[config.mk]
export PLATFORM = sky130hd
export DESIGN_NAME = stream_mux_rr
export DESIGN_NICKNAME = d
export VERILOG_FILES = /design/src/rtl/mux_pkg.sv /design/src/rtl/rr_pick.sv /design/src/rtl/stream_mux_rr.sv
export SDC_FILE = /design/constraint.sdc
export NUM_CORES = 1
export LEC_CHECK = 0
export BUFFER_PORTS_ARGS = -buffer_cell sky130_fd_sc_hd__buf_2
export CORE_ASPECT_RATIO = 1.5
export CORE_MARGIN = 3
export CORE_UTILIZATION = 35
export CTS_CLUSTER_DIAMETER = 120
export DETAILED_ROUTE_END_ITERATION = 8
export HOLD_SLACK_MARGIN = 0.06
export PLACE_DENSITY = 0.72
export SYNTH_ARGS = -nofsm -noshare
export SYNTH_HDL_FRONTEND = slang
export SYNTH_SLANG_ARGS = --single-unit
[constraint.sdc]
create_clock -name clk -period 3.7 [get_ports clk]
set_input_delay 0.185 -clock clk [delete_from_list [all_inputs] [get_ports clk]]
set_output_delay 0.185 -clock clk [all_outputs]
set_load 0.02 [all_outputs]
[src/rtl/mux_pkg.sv]
// Shared constants and types for the round-robin stream multiplexer.
// Latency: n/a (declarations only).  Backpressure: n/a.
package mux_pkg;

    localparam logic MODE_MANUAL = 1'b0;
    localparam logic MODE_RR     = 1'b1;
    localparam int   XFER_CNT_W  = 16;

    // Occupancy of the one-entry output register.
    typedef enum logic {
        ST_EMPTY = 1'b0,
        ST_FULL  = 1'b1
    } state_t;

endpackage

[src/rtl/rr_pick.sv]
// Rotating-priority picker: first set req bit at or after ptr, wrapping mod CH.
// Latency: combinational.  Backpressure: none, pure function of req/ptr.
module rr_pick #(
    parameter int  CH   = 4,
    localparam int SELW = $clog2(CH)
) (
    input  logic [CH-1:0]   req,
    input  logic [SELW-1:0] ptr,
    output logic [SELW-1:0] idx,
    output logic            found
);

    logic [SELW:0] pos;

    // Scan from the farthest offset down so the nearest requester wins last.
    always_comb begin
        idx   = '0;
        found = 1'b0;
        pos   = '0;
        for (int k = CH - 1; k >= 0; k--) begin
            pos = {1'b0, ptr} + (SELW + 1)'(k);
            if (pos >= (SELW + 1)'(CH)) begin
                pos = pos - (SELW + 1)'(CH);
            end
            if (req[pos[SELW-1:0]]) begin
                idx   = pos[SELW-1:0];
                found = 1'b1;
            end
        end
    end

endmodule

[src/rtl/stream_mux_rr.sv]
// N-channel valid/ready stream mux, manual or round-robin select; STREAM_MUX_XFER_CNT_EN builds xfer_cnt.
// Latency: 1 cycle from input acceptance to out_*; full throughput with out_ready high.
// Backpressure: in_ready only toward the chosen channel, and only when the output register can load.
module stream_mux_rr
    import mux_pkg::*;
#(
    parameter int  CH   = 4,
    parameter int  W    = 4,
    localparam int SELW = $clog2(CH)
) (
    input  logic                  clk,
    input  logic                  rst,
    input  logic                  mode,
    input  logic [SELW-1:0]       sel,
    input  logic [CH*W-1:0]       in_data,
    input  logic [CH-1:0]         in_valid,
    output logic [CH-1:0]         in_ready,
    output logic [W-1:0]          out_data,
    output logic                  out_valid,
    input  logic                  out_ready,
    output logic [SELW-1:0]       grant,
    output logic [XFER_CNT_W-1:0] xfer_cnt
);

    state_t          state_q;
    state_t          state_d;
    logic [SELW-1:0] ptr_q;
    logic [SELW-1:0] rr_idx;
    logic            rr_found;
    logic [SELW-1:0] chosen;
    logic            pick_ok;
    logic            load_en;
    logic            accept;
    logic [W-1:0]    ch_dat;
    logic [SELW-1:0] ptr_next;

    rr_pick #(
        .CH (CH)
    ) u_rr_pick (
        .req   (in_valid),
        .ptr   (ptr_q),
        .idx   (rr_idx),
        .found (rr_found)
    );

    assign out_valid = (state_q == ST_FULL);
    assign load_en   = !out_valid || out_ready;

    // A manual index beyond CH-1 (non-power-of-2 CH) selects nothing.
    always_comb begin
        if (mode == MODE_RR) begin
            chosen  = rr_idx;
            pick_ok = rr_found;
        end else begin
            chosen  = sel;
            pick_ok = ({1'b0, sel} < (SELW + 1)'(CH));
        end
    end

    always_comb begin
        in_ready = '0;
        ch_dat   = '0;
        for (int i = 0; i < CH; i++) begin
            if (chosen == SELW'(i)) begin
                ch_dat = in_data[i*W +: W];
                if (load_en && pick_ok) begin
                    in_ready[i] = 1'b1;
                end
            end
        end
    end

    assign accept   = |(in_ready & in_valid);
    assign ptr_next = (chosen == SELW'(CH - 1)) ? '0 : chosen + SELW'(1);

    always_ff @(posedge clk or posedge rst) begin
        if (rst) begin
            state_q <= ST_EMPTY;
        end else begin
            state_q <= state_d;
        end
    end

    always_comb begin
        state_d = state_q;
        if (load_en) begin
            state_d = accept ? ST_FULL : ST_EMPTY;
        end
    end

    always_ff @(posedge clk or posedge rst) begin
        if (rst) begin
            out_data <= '0;
            grant    <= '0;
            ptr_q    <= '0;
        end else if (accept) begin
            out_data <= ch_dat;
            grant    <= chosen;
            if (mode == MODE_RR) begin
                ptr_q <= ptr_next;
            end
        end
    end

`ifdef STREAM_MUX_XFER_CNT_EN
    logic [XFER_CNT_W-1:0] cnt_q;

    always_ff @(posedge clk or posedge rst) begin
        if (rst) begin
            cnt_q <= '0;
        end else if (out_valid && out_ready && (cnt_q != '1)) begin
            cnt_q <= cnt_q + XFER_CNT_W'(1);
        end
    end

    assign xfer_cnt = cnt_q;
`else
    assign xfer_cnt = '0;
`endif

endmodule
# After elaboration in Yosys (flattened, before gate mapping)
# Index checks and enable logic that the tools add are counted.
[classes] addsub=8 n_lt_le_gt_ge=8 eq_ne=3 muxes=33 n_bitwise=1 n_reduce_logical=6
[ops] op="two-way mux 2 bit" n=10
[ops] op="two-way mux 4 bit" n=4
[ops] op="two-way mux 1 bit" n=15
[ops] op="less-than comparator 2 x 3 -> 1 bit (second input constant)" n=4
[ops] op="greater-or-equal comparator 3 bit (second input constant)" n=3
[ops] op="binary-select mux 1 bit (select 2 bit)" n=4
[ops] op="subtractor 2 x 1 -> 2 bit (second input constant)" n=4
[ops] op="adder 2 x 2 -> 3 bit (second input constant)" n=2
[ops] op="bitwise AND 4 bit" n=1
[ops] op="== test 2 bit (second input constant)" n=2
[ops] op="OR reduction 4 bit" n=1
[ops] op="adder 2 x 1 -> 3 bit (second input constant)" n=1
[ops] op="greater-or-equal comparator 2 x 3 -> 1 bit (second input constant)" n=1
[ops] op="adder 2 x 1 -> 2 bit (second input constant)" n=1
[ops] op="== test 2 x 1 -> 1 bit (second input constant)" n=1
[ops] op="logical NOT 2 bit" n=1
[ops] op="AND reduction 2 bit" n=1
[ops] op="logical AND 1 bit" n=1
[ops] op="logical NOT 1 bit" n=1
[ops] op="logical OR 1 bit" n=1
[totals] regBits=9 input_bits=26 out_inout_bits=27 word_cells=63

# Logic depth before layout (Yosys ltp)
[depth] ltp_word=16 depth_mapped=11 depth_no_buf=9

# Cells and area by module
# From an unflattened synthesis, not the netlist that was laid out.
[hier_totals] cells_unflattened=87 hier_area_um2=805.8
[modules_own_cells] module="stream_mux_rr" instances=1 cells_each=74 area_per_inst_um2=728.2 seq_area_each_um2=225.2
[modules_own_cells] module="rr_pick" instances=1 cells_each=13 area_per_inst_um2=77.6 seq_area_each_um2=0.0

# Worst setup path after synthesis
# Ideal clock, no wire load.
[synth_path] path_kind="register to register" start="reg ptr_q[1]" end="reg ptr_q[1]" setup_time_ns=0.127 t_arrival_ns=2.320 t_required_ns=3.573 setup_slack_ns=1.253 stages_incl_launch_ff=11 path_buffers=2 synth_period_minus_slack_ns=2.447 cell_sequence="dfrtp_1 buf_2 mux2i_1 nor2_1 o32ai_1 ha_1 clkbuf_1 a22oi_1 a21bo_2 nor2_1 mux2_1"
[synth_via] elab_cells_between_ends=48 cone_classes="add/sub: 8; order compare: 4; eq/ne: 3; mux: 28; bitwise: 1; reduce/logical: 4"
[synth_lines] item="start: declaration" line="stream_mux_rr.sv:27" rtl="logic [SELW-1:0] ptr_q;"
[synth_lines] item="start signal: assignment" line="stream_mux_rr.sv:100" rtl="ptr_q <= ptr_next;"
[synth_lines] item="adder 2 x 2 -> 3 bit" line="rr_pick.sv:21" rtl="pos = {1'b0, ptr} + (SELW + 1)'(k);"
[synth_lines] item="greater-or-equal comparator 3 bit / subtractor 2 x 1 -> 2 bit (equally long branches)" line="rr_pick.sv:22, rr_pick.sv:23"
[synth_lines] item="two-way mux 2 bit" line="rr_pick.sv:22" rtl="if (pos >= (SELW + 1)'(CH)) begin"
[synth_lines] item="binary-select mux 1 bit (select 2 bit)" line="rr_pick.sv:25" rtl="if (req[pos[SELW-1:0]]) begin"
[synth_lines] item="two-way mux 1 bit (implied by the code)" line="rr_pick.sv:25"
[synth_lines] item="two-way mux 2 bit (3 in a row)" line="rr_pick.sv:25"
[synth_lines] item="two-way mux 2 bit *" line="rr_pick.sv:25"
[synth_lines] item="two-way mux 2 bit *" line="stream_mux_rr.sv:51" rtl="if (mode == MODE_RR) begin"
[synth_lines] item="via chosen[0]" line="stream_mux_rr.sv:30" rtl="logic [SELW-1:0] chosen;"
[synth_lines] item="== test 2 x 1 -> 1 bit, or another cell as far along" line="stream_mux_rr.sv:64" rtl="if (chosen == SELW'(i)) begin"
[synth_lines] item="two-way mux 1 bit" line="stream_mux_rr.sv:64"
[synth_lines] item="bitwise AND 4 bit" line="stream_mux_rr.sv:73" rtl="assign accept = |(in_ready & in_valid);"
[synth_lines] item="OR reduction 4 bit" line="stream_mux_rr.sv:73"
[synth_lines] item="AND reduction 2 bit (no source line)"
# Mark *: on every way through the listed nets, which the timed path passes. The rest lies on a longest branch. The select of a mux whose other input is x is not followed.
# A chain may end at the register's enable or synchronous reset.

# Final worst setup path
[layout_path] start="reg ptr_q[1]" end="reg out_data[0]"
[layout_via] elab_chain_len=15 elab_cells_between_ends=49 cone_classes="add/sub: 7; order compare: 4; eq/ne: 3; mux: 31; bitwise: 1; reduce/logical: 3"
[layout_rtl] item="adder 2 x 2 -> 3 bit" line="rr_pick.sv:21"
[layout_rtl] item="greater-or-equal comparator 3 bit / subtractor 2 x 1 -> 2 bit (equally long branches)" line="rr_pick.sv:22, rr_pick.sv:23"
[layout_rtl] item="two-way mux 2 bit" line="rr_pick.sv:22"
[layout_rtl] item="binary-select mux 1 bit (select 2 bit)" line="rr_pick.sv:25"
[layout_rtl] item="two-way mux 1 bit (implied by the code)" line="rr_pick.sv:25"
[layout_rtl] item="two-way mux 2 bit (3 in a row)" line="rr_pick.sv:25"
[layout_rtl] item="two-way mux 2 bit *" line="rr_pick.sv:25"
[layout_rtl] item="two-way mux 2 bit *" line="stream_mux_rr.sv:51"
[layout_rtl] item="via chosen[0]" line="stream_mux_rr.sv:30"
[layout_rtl] item="logical NOT 2 bit" line="stream_mux_rr.sv:64"
[layout_rtl] item="two-way mux 4 bit (4 in a row)" line="stream_mux_rr.sv:64"
[layout_rtl] item="end signal: assignment" line="stream_mux_rr.sv:97" rtl="out_data <= ch_dat;"
[layout_rtl] item="end: declaration" line="stream_mux_rr.sv:18" rtl="output logic [W-1:0] out_data,"
# Marked as above.

==> results.txt <==
----------------------------------------------------
[GRT]
  Met3 Resource Use GR ... 2.725%
  Initial antenna violation count ... 0
  M2 GR Usage ... 20.52%
  Global-route wire length before repair ... 2794 um
  GR Layer Usage met1 ... 13.36%
  Total routing usage reported by global routing ... 12.34%
  Largest net degree at the start of global routing ... 11
  Via count of the first global-routing pass ... 697
  Total grt overflow ... 0
  Gr busiest metal ... met2

[Route]
  Number of nets still failing antenna checks after routing ... 0
  Residual DRC count ... 0
  Drt wl/cell ... 11.58 um
  Detailed-route vias per instance ... 4.968
  Drt pass-1 iters ... 4
  Number of vias in the routed layout ... 765
  DRC marker count from the first detailed-route iteration ... 16
  Total routed wirelength ... 1783 um

[Flow run]
  MaxCap Viol Count ... 0

[Timing]
  Post-Route Setup TNS ... 0 ns
  Top achievable clock speed ... 384.9 MHz
  Final critical path time including I/O delays and setup ... 2.598 ns
  Number of hold-slack violations in the final timing report ... 0
  Least setup slack across all paths after layout ... 1.102 ns
  Final max-slew violation count ... 0
  Share of the cycle needed by the critical path after routing ... 70.22%
  Slew headroom ... 66.50%
  Setup violators final ... 0
  Clock tree skew after final layout ... 0.002447 ns
  Unrepaired setup endpoints after global routing ... false
  Slew at the pin closest to its max-slew limit ... 0.4960 ns

[Placement]
  Count of port buffers added during placement ... 36
  DP HPWL ... 1534 um
  Worst setup slack after placement ... 1.116 ns
  RD Place Congestion ... 0.7952

[Power and ir drop]
  Power per cell area ... 571.0 mW/mm^2
  Leakage power summed over all cells ... 0.5268 nW
  Power, Total ... 0.0005752 W
  VDD IR max ... 0.3118 mV

[CTS]
  Number of buffers created by CTS ... 3
  Clock sink count ... 9
  Clock insertion delay at the later pin of the skew report ... 0.25 ns
  Clock-pin slew reported for the worst setup and hold paths after clock tree synthesis ... 0.06 ns
  Number of H-tree levels ... 1
  Setup fix buffers added after clock tree synthesis ... 0
  Clock tree from TritonCTS ... done
  Maximum clock insertion buffer count ... 2
  Library cell used as clock root buffer ... sky130_fd_sc_hd__clkbuf_4

[Floorplan]
  Core region area ... 0.002260 sq mm
  Total Die Area ... 0.003031 sq mm
  Vertical extent of the die ... 65.94 um
  Starting utilization of the core area ... 37.10%
  Rows ... 21
  Chip Width ... 45.96 um
  Ports ... 53

[Final layout]
  Area growth syn-to-layout ... 20.15%
  Commonest non-fill, non-tap cell in the layout ... sky130_fd_sc_hd__buf_2
  Top library cells by usage in the layout, fill and taps aside ... 36 x sky130_fd_sc_hd__buf_2, 16 x sky130_fd_sc_hd__conb_1, 9 x sky130_fd_sc_hd__dfrtp_1, 7 x sky130_fd_sc_hd__nand2_1, 6 x sky130_fd_sc_hd__inv_1
  Antenna cells ... 0
  Number of nets in the layout ... 162
  Core utilization of the finished layout ... 44.57%
  Ratio of cells with drive above 1 in the final layout ... 35.88%
  Number of inserted filler cells in the final layout ... 228

[Min path]
  Hold Path Cell Cnt ... 3
  Min-Delay Path Class ... input pin to register
  Worst hold path endpoint ... out_valid
  Min-delay src ... out_ready

[Yosys]
  Warning count from the yosys run ... 0
  Synthesized instance count ... 94
  Yosys cell types ... 32
  Share of Yosys cell area claimed by the top area cell type ... 26.87%
  Synth area leader ... sky130_fd_sc_hd__dfrtp_1
  Largest cells by area after synthesis ... sky130_fd_sc_hd__dfrtp_1 27%, sky130_fd_sc_hd__buf_4 14%, sky130_fd_sc_hd__mux2_2 6.7%
  Fraction of the yosys area taken by sequential cells ... 26.87%
  Netlist area before placement ... 838.3 sq um
  Mean instance size in the synthesized netlist ... 8.918 sq um
  Count of state elements after synthesis ... 9

[Setup path]
  Setup slack of the worst register-to-register path ... 1.10 ns
  Arrival time of the worst setup path ... 2.74 ns
  Crit-path cells ... mux2i_1, nor2_1, o32ai_1, inv_1, ha_1, a22oi_1, nand2_1, nand2_4, mux2_2
  Reg2Reg Depth ... 9
  Worst Path Class, Setup ... register to register
  Reg-to-reg critical path endpoint ... out_data[0]
  Data required time of the worst path ... 3.84 ns
  CP max FO ... 10
  Slowest stage cell on the critical path ... sky130_fd_sc_hd__o32ai_1
  Critical Path Sink Type ... register
  Setup crit start kind ... register
  Delay of the slowest critical-path stage ... 0.48 ns
  Source of the worst register-to-register timing path ... ptr_q[1]

[Outcome]
  Run status ... finished clean

----------------------------------------------------
[layout make-up]
| cell class | instances | area (sq um) | share of cell area (%) |
|---|---|---|---|
| Clock buffer | 4 | 26.28 | 2.609 |
| Inverter | 6 | 22.52 | 2.236 |
| Multi-Input combinational cell | 75 | 514.2 | 51.06 |
| Sequential cell | 9 | 225.2 | 22.36 |
| Tap cell | 23 | 28.78 | 2.857 |
| Timing Repair Buffer | 37 | 190.2 | 18.88 |
[worst max-delay path by stage]
| stage | end | slack, ns | cells after the start | from |
|---|---|---|---|---|
| CTS | out_data[0] | 1.11 | 9 | ptr_q[1] |
| finish | out_data[0] | 1.10 | 9 | ptr_q[1] |
| detailed placement | out_data[0] | 1.12 | 9 | ptr_q[1] |
| global placement | out_data[1] | 1.16 | 9 | ptr_q[1] |
| global route | out_data[0] | 0.83 | 9 | ptr_q[1] |
| floorplan | ptr_q[1] | 1.25 | 10 | ptr_q[1] |
[report_power, final]
| group | total, W | internal (W) | switching (W) | leakage, nW |
|---|---|---|---|---|
| clock network | 0.0000723 | 0.0000413 | 0.0000310 | 0.0150 |
| logic | 0.000324 | 0.000138 | 0.000186 | 0.402 |
| registers | 0.000179 | 0.000146 | 0.0000331 | 0.110 |
| total | 0.000575 | 0.000325 | 0.000250 | 0.527 |
[metal layers]
metal,part of all wire [%],vias to the layer above
li1,-,373
met1,35,354
met2,54,35
met3,8.5,3
met4,1.6,0
met5,0,-
[registers in the layout (all words and copies together) (netlist names)]
name	count
ptr_q	2
grant	2
out_data	4
out_valid	1
[critical path, delay by kind of cell, from the launching register on]
family                     cells  cell delay, ns
adders and majority gates      1            0.32
buffers and inverters          1            0.13
and+or+nand+nor                3            0.33
AOI/OAI and AO/OA              2            0.69
DFF                            1            0.46
muxes                          2            0.55
[synth_stat cells]
cell type	instances
sky130_fd_sc_hd__buf_2	1
sky130_fd_sc_hd__o22ai_1	1
sky130_fd_sc_hd__nor2b_1	5
sky130_fd_sc_hd__nor3b_1	1
sky130_fd_sc_hd__a21oi_1	2
sky130_fd_sc_hd__inv_1	6
sky130_fd_sc_hd__or3b_1	1
sky130_fd_sc_hd__o31ai_1	5
sky130_fd_sc_hd__a221oi_1	4
sky130_fd_sc_hd__clkbuf_1	2
sky130_fd_sc_hd__nand2_4	1
sky130_fd_sc_hd__mux2_1	2
sky130_fd_sc_hd__nand3_1	1
sky130_fd_sc_hd__conb_1	1
sky130_fd_sc_hd__mux2i_1	1
sky130_fd_sc_hd__o21ai_0	1
sky130_fd_sc_hd__nand4b_1	1
sky130_fd_sc_hd__o32ai_1	1
sky130_fd_sc_hd__o41a_2	1
sky130_fd_sc_hd__nand2_1	7
sky130_fd_sc_hd__o2111ai_1	1
sky130_fd_sc_hd__mux2_2	5
sky130_fd_sc_hd__o41ai_1	1
sky130_fd_sc_hd__dfrtp_1	9
sky130_fd_sc_hd__ha_1	4
sky130_fd_sc_hd__a21bo_2	1
sky130_fd_sc_hd__nand3b_1	1
sky130_fd_sc_hd__a22oi_1	2
sky130_fd_sc_hd__and2_1	4
sky130_fd_sc_hd__buf_4	16
sky130_fd_sc_hd__nor2_1	2
sky130_fd_sc_hd__nand2b_1	3
[stage by stage]
| stage | area, sq um | hold slack [ns] | std cells |
|---|---|---|---|
| floorplan | 894.6 | 0.01292 | 109 |
| global placement | 970.9 | 0.1521 | 149 |
| detailed placement | 970.9 | 0.1553 | 149 |
| CTS | 1007 | 0.2519 | 154 |
| global route | 1007 | 0.3046 | 154 |
| finish | 1007 | 0.2512 | 154 |
[logic make-up (layout without fill, tap and decap cells)]
logic type / after synthesis / after routing / synth area share [%]
mux: 8 / 8 / 10.60
other cells: 1 / 16 / 0.4473
flops: 9 / 9 / 26.87
buf+inv: 25 / 47 / 18.51
fa+ha+maj: 4 / 4 / 5.970
compound gates: 20 / 20 / 18.81
simple gates: 27 / 27 / 18.81
[what timing repair did]
item | 4_1_cts | 5_1_grt
gates resized for setup | 0 | 0
hold buffers | 1 | 0
endpoints found under the hold margin | 9 | 0
(Power assumes the default switching activity.)
